===== src/rtl/spm_boot_loader_pkg.sv =====
// Shared encodings for the RISC SPM boot loader: FSM states, memory mux select
// and small state-decode helpers.
package spm_boot_loader_pkg;

  typedef enum logic [2:0] {
    BL_IDLE   = 3'd0,
    BL_LOAD   = 3'd1,
    BL_SETTLE = 3'd2,
    BL_RUN    = 3'd3,
    BL_DONE   = 3'd4,
    BL_ERR    = 3'd5
  } bl_state_e;

  localparam logic SEL_MEM_LOADER = 1'b1;
  localparam logic SEL_MEM_CPU    = 1'b0;

  function automatic logic bl_is_busy(input bl_state_e s);
    return (s == BL_LOAD) || (s == BL_SETTLE) || (s == BL_RUN);
  endfunction

  // The CPU only comes out of reset once the program is in memory, and stays
  // released while parked on its halt instruction.
  function automatic logic bl_cpu_live(input bl_state_e s);
    return (s == BL_RUN) || (s == BL_DONE);
  endfunction

  function automatic logic bl_owns_mem(input bl_state_e s);
    return (s == BL_LOAD) || (s == BL_SETTLE);
  endfunction

endpackage


===== src/rtl/spm_boot_loader_if.sv =====
// Byte stream input plus program-memory write port driven by the boot loader.
interface spm_boot_loader_if #(
  parameter int ADDR_W = 8,
  parameter int DATA_W = 8
);
  logic [DATA_W-1:0] s_data;
  logic              s_valid;
  logic              s_ready;
  logic              mem_sel;
  logic [ADDR_W-1:0] mem_addr;
  logic [DATA_W-1:0] mem_wdata;
  logic              mem_we;

  modport master (
    output s_data, s_valid,
    input  s_ready, mem_sel, mem_addr, mem_wdata, mem_we
  );

  modport slave (
    input  s_data, s_valid,
    output s_ready, mem_sel, mem_addr, mem_wdata, mem_we
  );
endinterface


===== src/rtl/spm_boot_loader_sat_counter.sv =====
// Saturating up-counter with synchronous clear; holds at all-ones.
module spm_sat_counter #(
  parameter int WIDTH = 16
) (
  input  logic             clk,
  input  logic             rst_n,
  input  logic             i_clr,
  input  logic             i_en,
  output logic [WIDTH-1:0] o_count,
  output logic             o_max
);

  localparam logic [WIDTH-1:0] CNT_ONE = 1;

  logic [WIDTH-1:0] r_count;
  logic             w_max;

  assign w_max = &r_count;

  always_ff @(posedge clk or negedge rst_n) begin
    if (!rst_n) begin
      r_count <= '0;
    end else if (i_clr) begin
      r_count <= '0;
    end else if (i_en && !w_max) begin
      r_count <= r_count + CNT_ONE;
    end
  end

  assign o_count = r_count;
  assign o_max   = w_max;

endmodule


===== src/rtl/spm_boot_loader.sv =====
// Boot sequencer: streams a program into SPM memory with the CPU held in reset,
// then releases the CPU and times its run until halt or timeout.
//   IDLE: parked, CPU reset   | LOAD: accept bytes, write mem | SETTLE: 1 cycle gap
//   RUN: CPU live, counting   | DONE: halted, CPU stays live  | ERR: timeout, CPU reset
module spm_boot_loader
  import spm_boot_loader_pkg::*;
#(
  parameter int          ADDR_W  = 8,
  parameter int          DATA_W  = 8,
  parameter logic [15:0] MAX_RUN = 16'hFFFF
) (
  input  logic              clk,
  input  logic              rst_n,
  input  logic              i_start,
  input  logic              i_abort,
  input  logic [ADDR_W-1:0] i_base_addr,
  input  logic [ADDR_W-1:0] i_len,
  input  logic              i_cpu_halt,
  spm_boot_loader_if.slave  bus,
  output logic              o_cpu_rst_n,
  output logic              o_busy,
  output logic              o_done,
  output logic              o_err,
  output logic [15:0]       o_run_cycles
);

  localparam logic [ADDR_W-1:0] PTR_ONE = 1;
  localparam logic [ADDR_W:0]   REM_ONE = 1;

  bl_state_e         r_state, w_next;
  logic [ADDR_W-1:0] r_ptr;
  logic [ADDR_W:0]   r_remaining;
  logic              r_cpu_rst_n, r_mem_sel, r_busy, r_done, r_err;
  logic              w_start_ok, w_s_ready, w_hs, w_last, w_timeout, w_cnt_en, w_cnt_max;
  logic [15:0]       w_run_cycles;
  logic [ADDR_W:0]   w_len_ext;

  assign w_start_ok = i_start && !i_abort &&
                      ((r_state == BL_IDLE) || (r_state == BL_DONE) || (r_state == BL_ERR));
  assign w_s_ready  = (r_state == BL_LOAD);
  assign w_hs       = bus.s_valid && w_s_ready;
  assign w_last     = w_hs && (r_remaining == REM_ONE);
  assign w_timeout  = (w_run_cycles == MAX_RUN) || w_cnt_max;
  assign w_cnt_en   = (r_state == BL_RUN) && !i_cpu_halt && !i_abort && !w_timeout;
  // len of zero encodes a full 2^ADDR_W byte load
  assign w_len_ext  = {(i_len == '0), i_len};

  always_ff @(posedge clk or negedge rst_n) begin
    if (!rst_n) r_state <= BL_IDLE;
    else        r_state <= w_next;
  end

  always_comb begin
    w_next = r_state;
    case (r_state)
      BL_IDLE:   if (w_start_ok) w_next = BL_LOAD;
      BL_LOAD:   if (w_last) w_next = BL_SETTLE;
      BL_SETTLE: w_next = BL_RUN;
      BL_RUN: begin
        if (i_cpu_halt)     w_next = BL_DONE;
        else if (w_timeout) w_next = BL_ERR;
      end
      BL_DONE, BL_ERR: if (w_start_ok) w_next = BL_LOAD;
      default:   w_next = BL_IDLE;
    endcase
    if (i_abort) w_next = BL_IDLE;
  end

  always_ff @(posedge clk or negedge rst_n) begin
    if (!rst_n) begin
      r_ptr       <= '0;
      r_remaining <= '0;
    end else if (w_start_ok) begin
      r_ptr       <= i_base_addr;
      r_remaining <= w_len_ext;
    end else if (w_hs) begin
      r_ptr       <= r_ptr + PTR_ONE;
      r_remaining <= r_remaining - REM_ONE;
    end
  end

  // done/err survive an abort and are only cleared by the next accepted start
  always_ff @(posedge clk or negedge rst_n) begin
    if (!rst_n) begin
      r_cpu_rst_n <= 1'b0;
      r_mem_sel   <= SEL_MEM_CPU;
      r_busy      <= 1'b0;
      r_done      <= 1'b0;
      r_err       <= 1'b0;
    end else begin
      r_cpu_rst_n <= bl_cpu_live(w_next);
      r_mem_sel   <= bl_owns_mem(w_next) ? SEL_MEM_LOADER : SEL_MEM_CPU;
      r_busy      <= bl_is_busy(w_next);
      if (w_start_ok) begin
        r_done <= 1'b0;
        r_err  <= 1'b0;
      end else begin
        if (w_next == BL_DONE) r_done <= 1'b1;
        if (w_next == BL_ERR)  r_err  <= 1'b1;
      end
    end
  end

  spm_sat_counter #(.WIDTH(16)) u_run_cnt (
    .clk     (clk),
    .rst_n   (rst_n),
    .i_clr   (w_start_ok),
    .i_en    (w_cnt_en),
    .o_count (w_run_cycles),
    .o_max   (w_cnt_max)
  );

  assign bus.s_ready   = w_s_ready;
  assign bus.mem_sel   = r_mem_sel;
  assign bus.mem_addr  = r_ptr;
  assign bus.mem_we    = w_hs;
  assign bus.mem_wdata = w_hs ? bus.s_data : {DATA_W{1'b0}};
  assign o_cpu_rst_n   = r_cpu_rst_n;
  assign o_busy        = r_busy;
  assign o_done        = r_done;
  assign o_err         = r_err;
  assign o_run_cycles  = w_run_cycles;

endmodule


===== src/flat_wrapper.sv =====
// flat-port wrapper written by rule: the top's interface ports become plain ports
module spm_boot_loader_flat import spm_boot_loader_pkg::*;
#(
  parameter int          ADDR_W  = 8,
  parameter int          DATA_W  = 8,
  parameter logic [15:0] MAX_RUN = 16'hFFFF
)
  (clk, rst_n, i_start, i_abort, i_base_addr, i_len, i_cpu_halt, o_cpu_rst_n, o_busy, o_done, o_err, o_run_cycles, bus_s_data, bus_s_valid, bus_s_ready, bus_mem_sel, bus_mem_addr, bus_mem_wdata, bus_mem_we);
  spm_boot_loader_if #(.ADDR_W(ADDR_W), .DATA_W(DATA_W)) bus_i ();
  input  logic clk;
  input  logic rst_n;
  input  logic i_start;
  input  logic i_abort;
  input  logic [ADDR_W-1:0] i_base_addr;
  input  logic [ADDR_W-1:0] i_len;
  input  logic i_cpu_halt;
  output logic o_cpu_rst_n;
  output logic o_busy;
  output logic o_done;
  output logic o_err;
  output logic [15:0] o_run_cycles;
  input wire logic [$bits(bus_i.s_data)-1:0] bus_s_data;
  input wire logic [$bits(bus_i.s_valid)-1:0] bus_s_valid;
  output wire logic [$bits(bus_i.s_ready)-1:0] bus_s_ready;
  output wire logic [$bits(bus_i.mem_sel)-1:0] bus_mem_sel;
  output wire logic [$bits(bus_i.mem_addr)-1:0] bus_mem_addr;
  output wire logic [$bits(bus_i.mem_wdata)-1:0] bus_mem_wdata;
  output wire logic [$bits(bus_i.mem_we)-1:0] bus_mem_we;
  assign bus_i.s_data = bus_s_data;
  assign bus_i.s_valid = bus_s_valid;
  assign bus_s_ready = bus_i.s_ready;
  assign bus_mem_sel = bus_i.mem_sel;
  assign bus_mem_addr = bus_i.mem_addr;
  assign bus_mem_wdata = bus_i.mem_wdata;
  assign bus_mem_we = bus_i.mem_we;
  spm_boot_loader #(.ADDR_W(ADDR_W), .DATA_W(DATA_W), .MAX_RUN(MAX_RUN)) u_core (.clk(clk), .rst_n(rst_n), .i_start(i_start), .i_abort(i_abort), .i_base_addr(i_base_addr), .i_len(i_len), .i_cpu_halt(i_cpu_halt), .bus(bus_i), .o_cpu_rst_n(o_cpu_rst_n), .o_busy(o_busy), .o_done(o_done), .o_err(o_err), .o_run_cycles(o_run_cycles));
endmodule

===== config.mk =====
export PLATFORM = sky130hd
export DESIGN_NAME = spm_boot_loader_flat
export DESIGN_NICKNAME = d
export VERILOG_FILES = /design/src/rtl/spm_boot_loader_pkg.sv /design/src/rtl/spm_boot_loader_if.sv /design/src/rtl/spm_boot_loader_sat_counter.sv /design/src/rtl/spm_boot_loader.sv /design/src/flat_wrapper.sv
export SDC_FILE = /design/constraint.sdc
export NUM_CORES = 1
export LEC_CHECK = 0
export ABC_AREA = 1
export ABC_CLOCK_PERIOD_IN_PS = 4700
export BUFFER_PORTS_ARGS = -buffer_cell sky130_fd_sc_hd__clkbuf_2
export CAP_MARGIN = 20
export CORE_MARGIN = 2
export CORE_UTILIZATION = 50
export CTS_CLUSTER_DIAMETER = 30
export DETAILED_ROUTE_END_ITERATION = 10
export PLACE_DENSITY = 0.77
export RECOVER_POWER = 100
export SLEW_MARGIN = 20
export SYNTH_ARGS = -nofsm -noshare
export SYNTH_HDL_FRONTEND = slang
export SYNTH_SLANG_ARGS = --single-unit

===== constraint.sdc =====
create_clock -name clk -period 4.7 [get_ports clk]
set_input_delay 0.47 -clock clk [delete_from_list [all_inputs] [get_ports clk]]
set_output_delay 0.47 -clock clk [all_outputs]
set_load 0.05 [all_outputs]

==> run_results.csv <==
group,metric,value,unit
run_status,status,"complete, but fails checks",
run_status,violations,"max-capacitance violations, max-slew violations",
placement,gp_congestion,0.9041,
clock_network,holdBufCountCts,0,
yosys,synthTopCellsByArea,"dfrtp_1 (41%), nand2_1 (12%), inv_1 (6.1%)",
yosys,synthFlopType,"dfrtp_1",
clock_network,cts_setup_buffers,0,
yosys,synth_edf_count,0,
yosys,syn_inst,333,
routing,dr.pass1.iters,4,
floorplan,die_w,75.08,um
yosys,ys_ff_latch,41,
hold_path,hold_class,"primary input to flop",
clock_network,clockRootBuffer,"clkbuf_8",
sta,tightest_slew,2.221,ns
clock_network,clockBufferDepth,2,
power_and_ir_drop,p_leak,0.001355,uW
sta,layout_min_cycle_time,3.294,ns
clock_network,cts_resized,0,
yosys,avgSynthCellArea,7.586,sq um
routing,drt_wl_total,5921,um
critical_path,cp_max_fo,18,
global_route,grt_pass1_wl,10040,um
yosys,yosys.area.top_type,"dfrtp_1",
layout,register_area,1026,sq um
layout,fin_util,60.03,%
sta,rsz0062_at_grt,"no",
sta,finClkSkew,0.01042,ns
layout,multi_input_area,1202,sq um
routing,drtIter0Drc,176,
clock_network,cts_buffers,5,
yosys,synthDominantCellAreaShare,40.61,%
yosys,synth-seq-area-share,40.61,%
sta,post-route-period-util,70.08,%
critical_path,slowest_stage,"nor2_1",
critical_path,arrival,2.82,ns
floorplan,core_area,4786,sq um
yosys,yosys-top-cells-count,"nand2_1 (80), dfrtp_1 (41), inv_1 (41), nor2_1 (41), nand3_1 (29)",
layout,nets,434,
floorplan,die_y,75.08,um
floorplan,num_io_pins,69,
critical_path,worstSetupStartpointType,"flop",
placement,hpwlAfterDp,4349,um
clock_network,cts_tree,"done",
routing,ant_nets,0,
yosys,ys_async_sr_fraction,100.0,%
clock_network,insertion_delay,0.30,ns
layout,layout-area-overhead-vs-synth,13.72,%
sta,relSlewSlack,-48.06,%
layout,antenna_cells,0,
sta,whs,0.3791,ns
yosys,yosysWarnings,0,
global_route,antenna_found_initial,0,
routing,viasPerCell,5.126,
sta,drv_slew,42,
global_route,grt_max_degree,42,
routing,drc_errors,0,
critical_path,worstSetupPathType,"flop to primary output",
run,drv_cap,1,
sta,setup-violations-final,0,
sta,setup-tns-final,0,ns
global_route,overflow,0,
critical_path,crit_path_max_incr_delay,0.66,ns
placement,portBuffers,68,
yosys,syn_nets,367,
critical_path,critPathCaptureType,"primary output",
floorplan,start_util,52.78,%
routing,wire_per_inst,12.65,um
layout,drive_above_1_share,11.22,%
routing,dr_total_vias,2399,
critical_path,required,4.23,ns
clock_network,path_clk_slew,0.09,ns
yosys,yosysMostFrequentCell,"nand2_1",
global_route,grt_usage,23.13,%
yosys,syn-cell-area,2526,sq um
clock_network,htree_levels,2,
critical_path,crit_chain,"inv_1 -> nand3_1 -> nor2_1 -> inv_1 -> nor2_1 -> clkbuf_1",
critical_path,critPathTopFamily,"buffers and inverters",
critical_path,cp_num_buf_inv,3,
floorplan,dieArea,5637,sq um
floorplan,rows,25,
power_and_ir_drop,powerDensity,334.5,nW/um^2
yosys,synth.distinct_cells,33,
layout,fill_cells,489,
global_route,grt_pass1_vias,2220,
sta,fmax,303.6,MHz
sta,hold_viol,0,
power_and_ir_drop,peakVddDrop,0.0001875,V
clock_network,cts_sinks,41,
[cells by family after synthesis]
kind of cell    synth area share (%)
simple gates                   31.25
compound gates                 10.85
flops                          40.61
xor+xnor                       6.587
fa+ha+maj                      1.981
buf+inv                        8.717
[cell usage in the layout, fill, tap and decap left out]
cell / count
nand2_1: 84
nor2_4: 1
a21oi_1: 7
o221ai_1: 2
o211ai_1: 6
nor2_2: 2
nor2_1: 44
nand3_1: 29
inv_1: 44
clkbuf_8: 7
a31oi_1: 1
o311ai_0: 2
clkinv_2: 1
clkbuf_2: 28
o31ai_1: 1
nand4_1: 2
ha_1: 4
nand2_2: 2
clkbuf_1: 40
xor2_1: 15
inv_2: 1
nor4_1: 2
nand3_2: 1
o21ai_0: 18
a211oi_1: 1
o21ai_2: 2
dfrtp_1: 41
xnor2_1: 4
nor3_1: 9
[worst min-delay path, stage by stage]
cell	delay [ns]
clkbuf_2	0.08
nand2_1	0.04
o221ai_1	0.05
[area by class of cell]
class                      instances  share of cell area [%]
multi-input combinational        239                   41.86
inverter                          45                   5.880
clock buffer                       7                   3.354
sequential                        41                   35.71
timing repair buffer              68                   10.10
tap                               67                   2.918
clock inverter                     1                  0.1742
[final timing paths]
kind / start / end / slack, ns / cells after the start
worst max-delay path: u_core.r_state[2] / bus_mem_wdata[0] / 1.41 / 6
worst min-delay path: i_base_addr[3] / u_core.bus.mem_addr[3] / 0.38 / 3
max in group asynchronous: rst_n / u_core.r_remaining[7] / 2.61 / 1
min in group asynchronous: rst_n / u_core.u_run_cnt.o_count[1] / 0.82 / 1
worst max register to register: u_core.r_state[2] / u_core.r_remaining[4] / 1.79 / 8
worst min register to register: u_core.o_done / u_core.o_done / 0.52 / 2
[stage by stage]
step	instances	total power, uW	setup slack, ns	instance area, sq um
after detailed placement	460	714.9	2.029	2899
after CTS	468	976.4	2.054	3000
after global placement	460	708.2	2.162	2899
after global routing	468	1013	1.187	2873
final	468	960.9	1.406	2873
after floorplan	333	643.2	2.552	2526
[power breakdown]
group / leakage, uW / switching, uW / internal (uW)
Combinational: 0.000759 / 188 / 75.0
Sequential: 0.000541 / 41.8 / 392
Clock: 0.0000542 / 131 / 133
[flip-flops by register name, indices dropped and copies added (netlist names)]
name and flops:
u_core.o_cpu_rst_n 1, u_core.u_run_cnt.o_count 16, u_core.o_done 1, u_core.o_err 1, u_core.o_busy 1, u_core.bus.mem_sel 1, u_core.bus.mem_addr 8, u_core.r_remaining 9
u_core.r_state 3
[routing by layer]
layer / GRT usage [%] / up-vias / part of all wire [%]
li1: - / 1194 / -
met2: 37.52 / 66 / 47
met4: 7.341 / 0 / 1.1
met1: 31.10 / 1132 / 46
met3: 4.819 / 7 / 5.6
met5: 0 / - / 0
(Power assumes the default switching activity.)
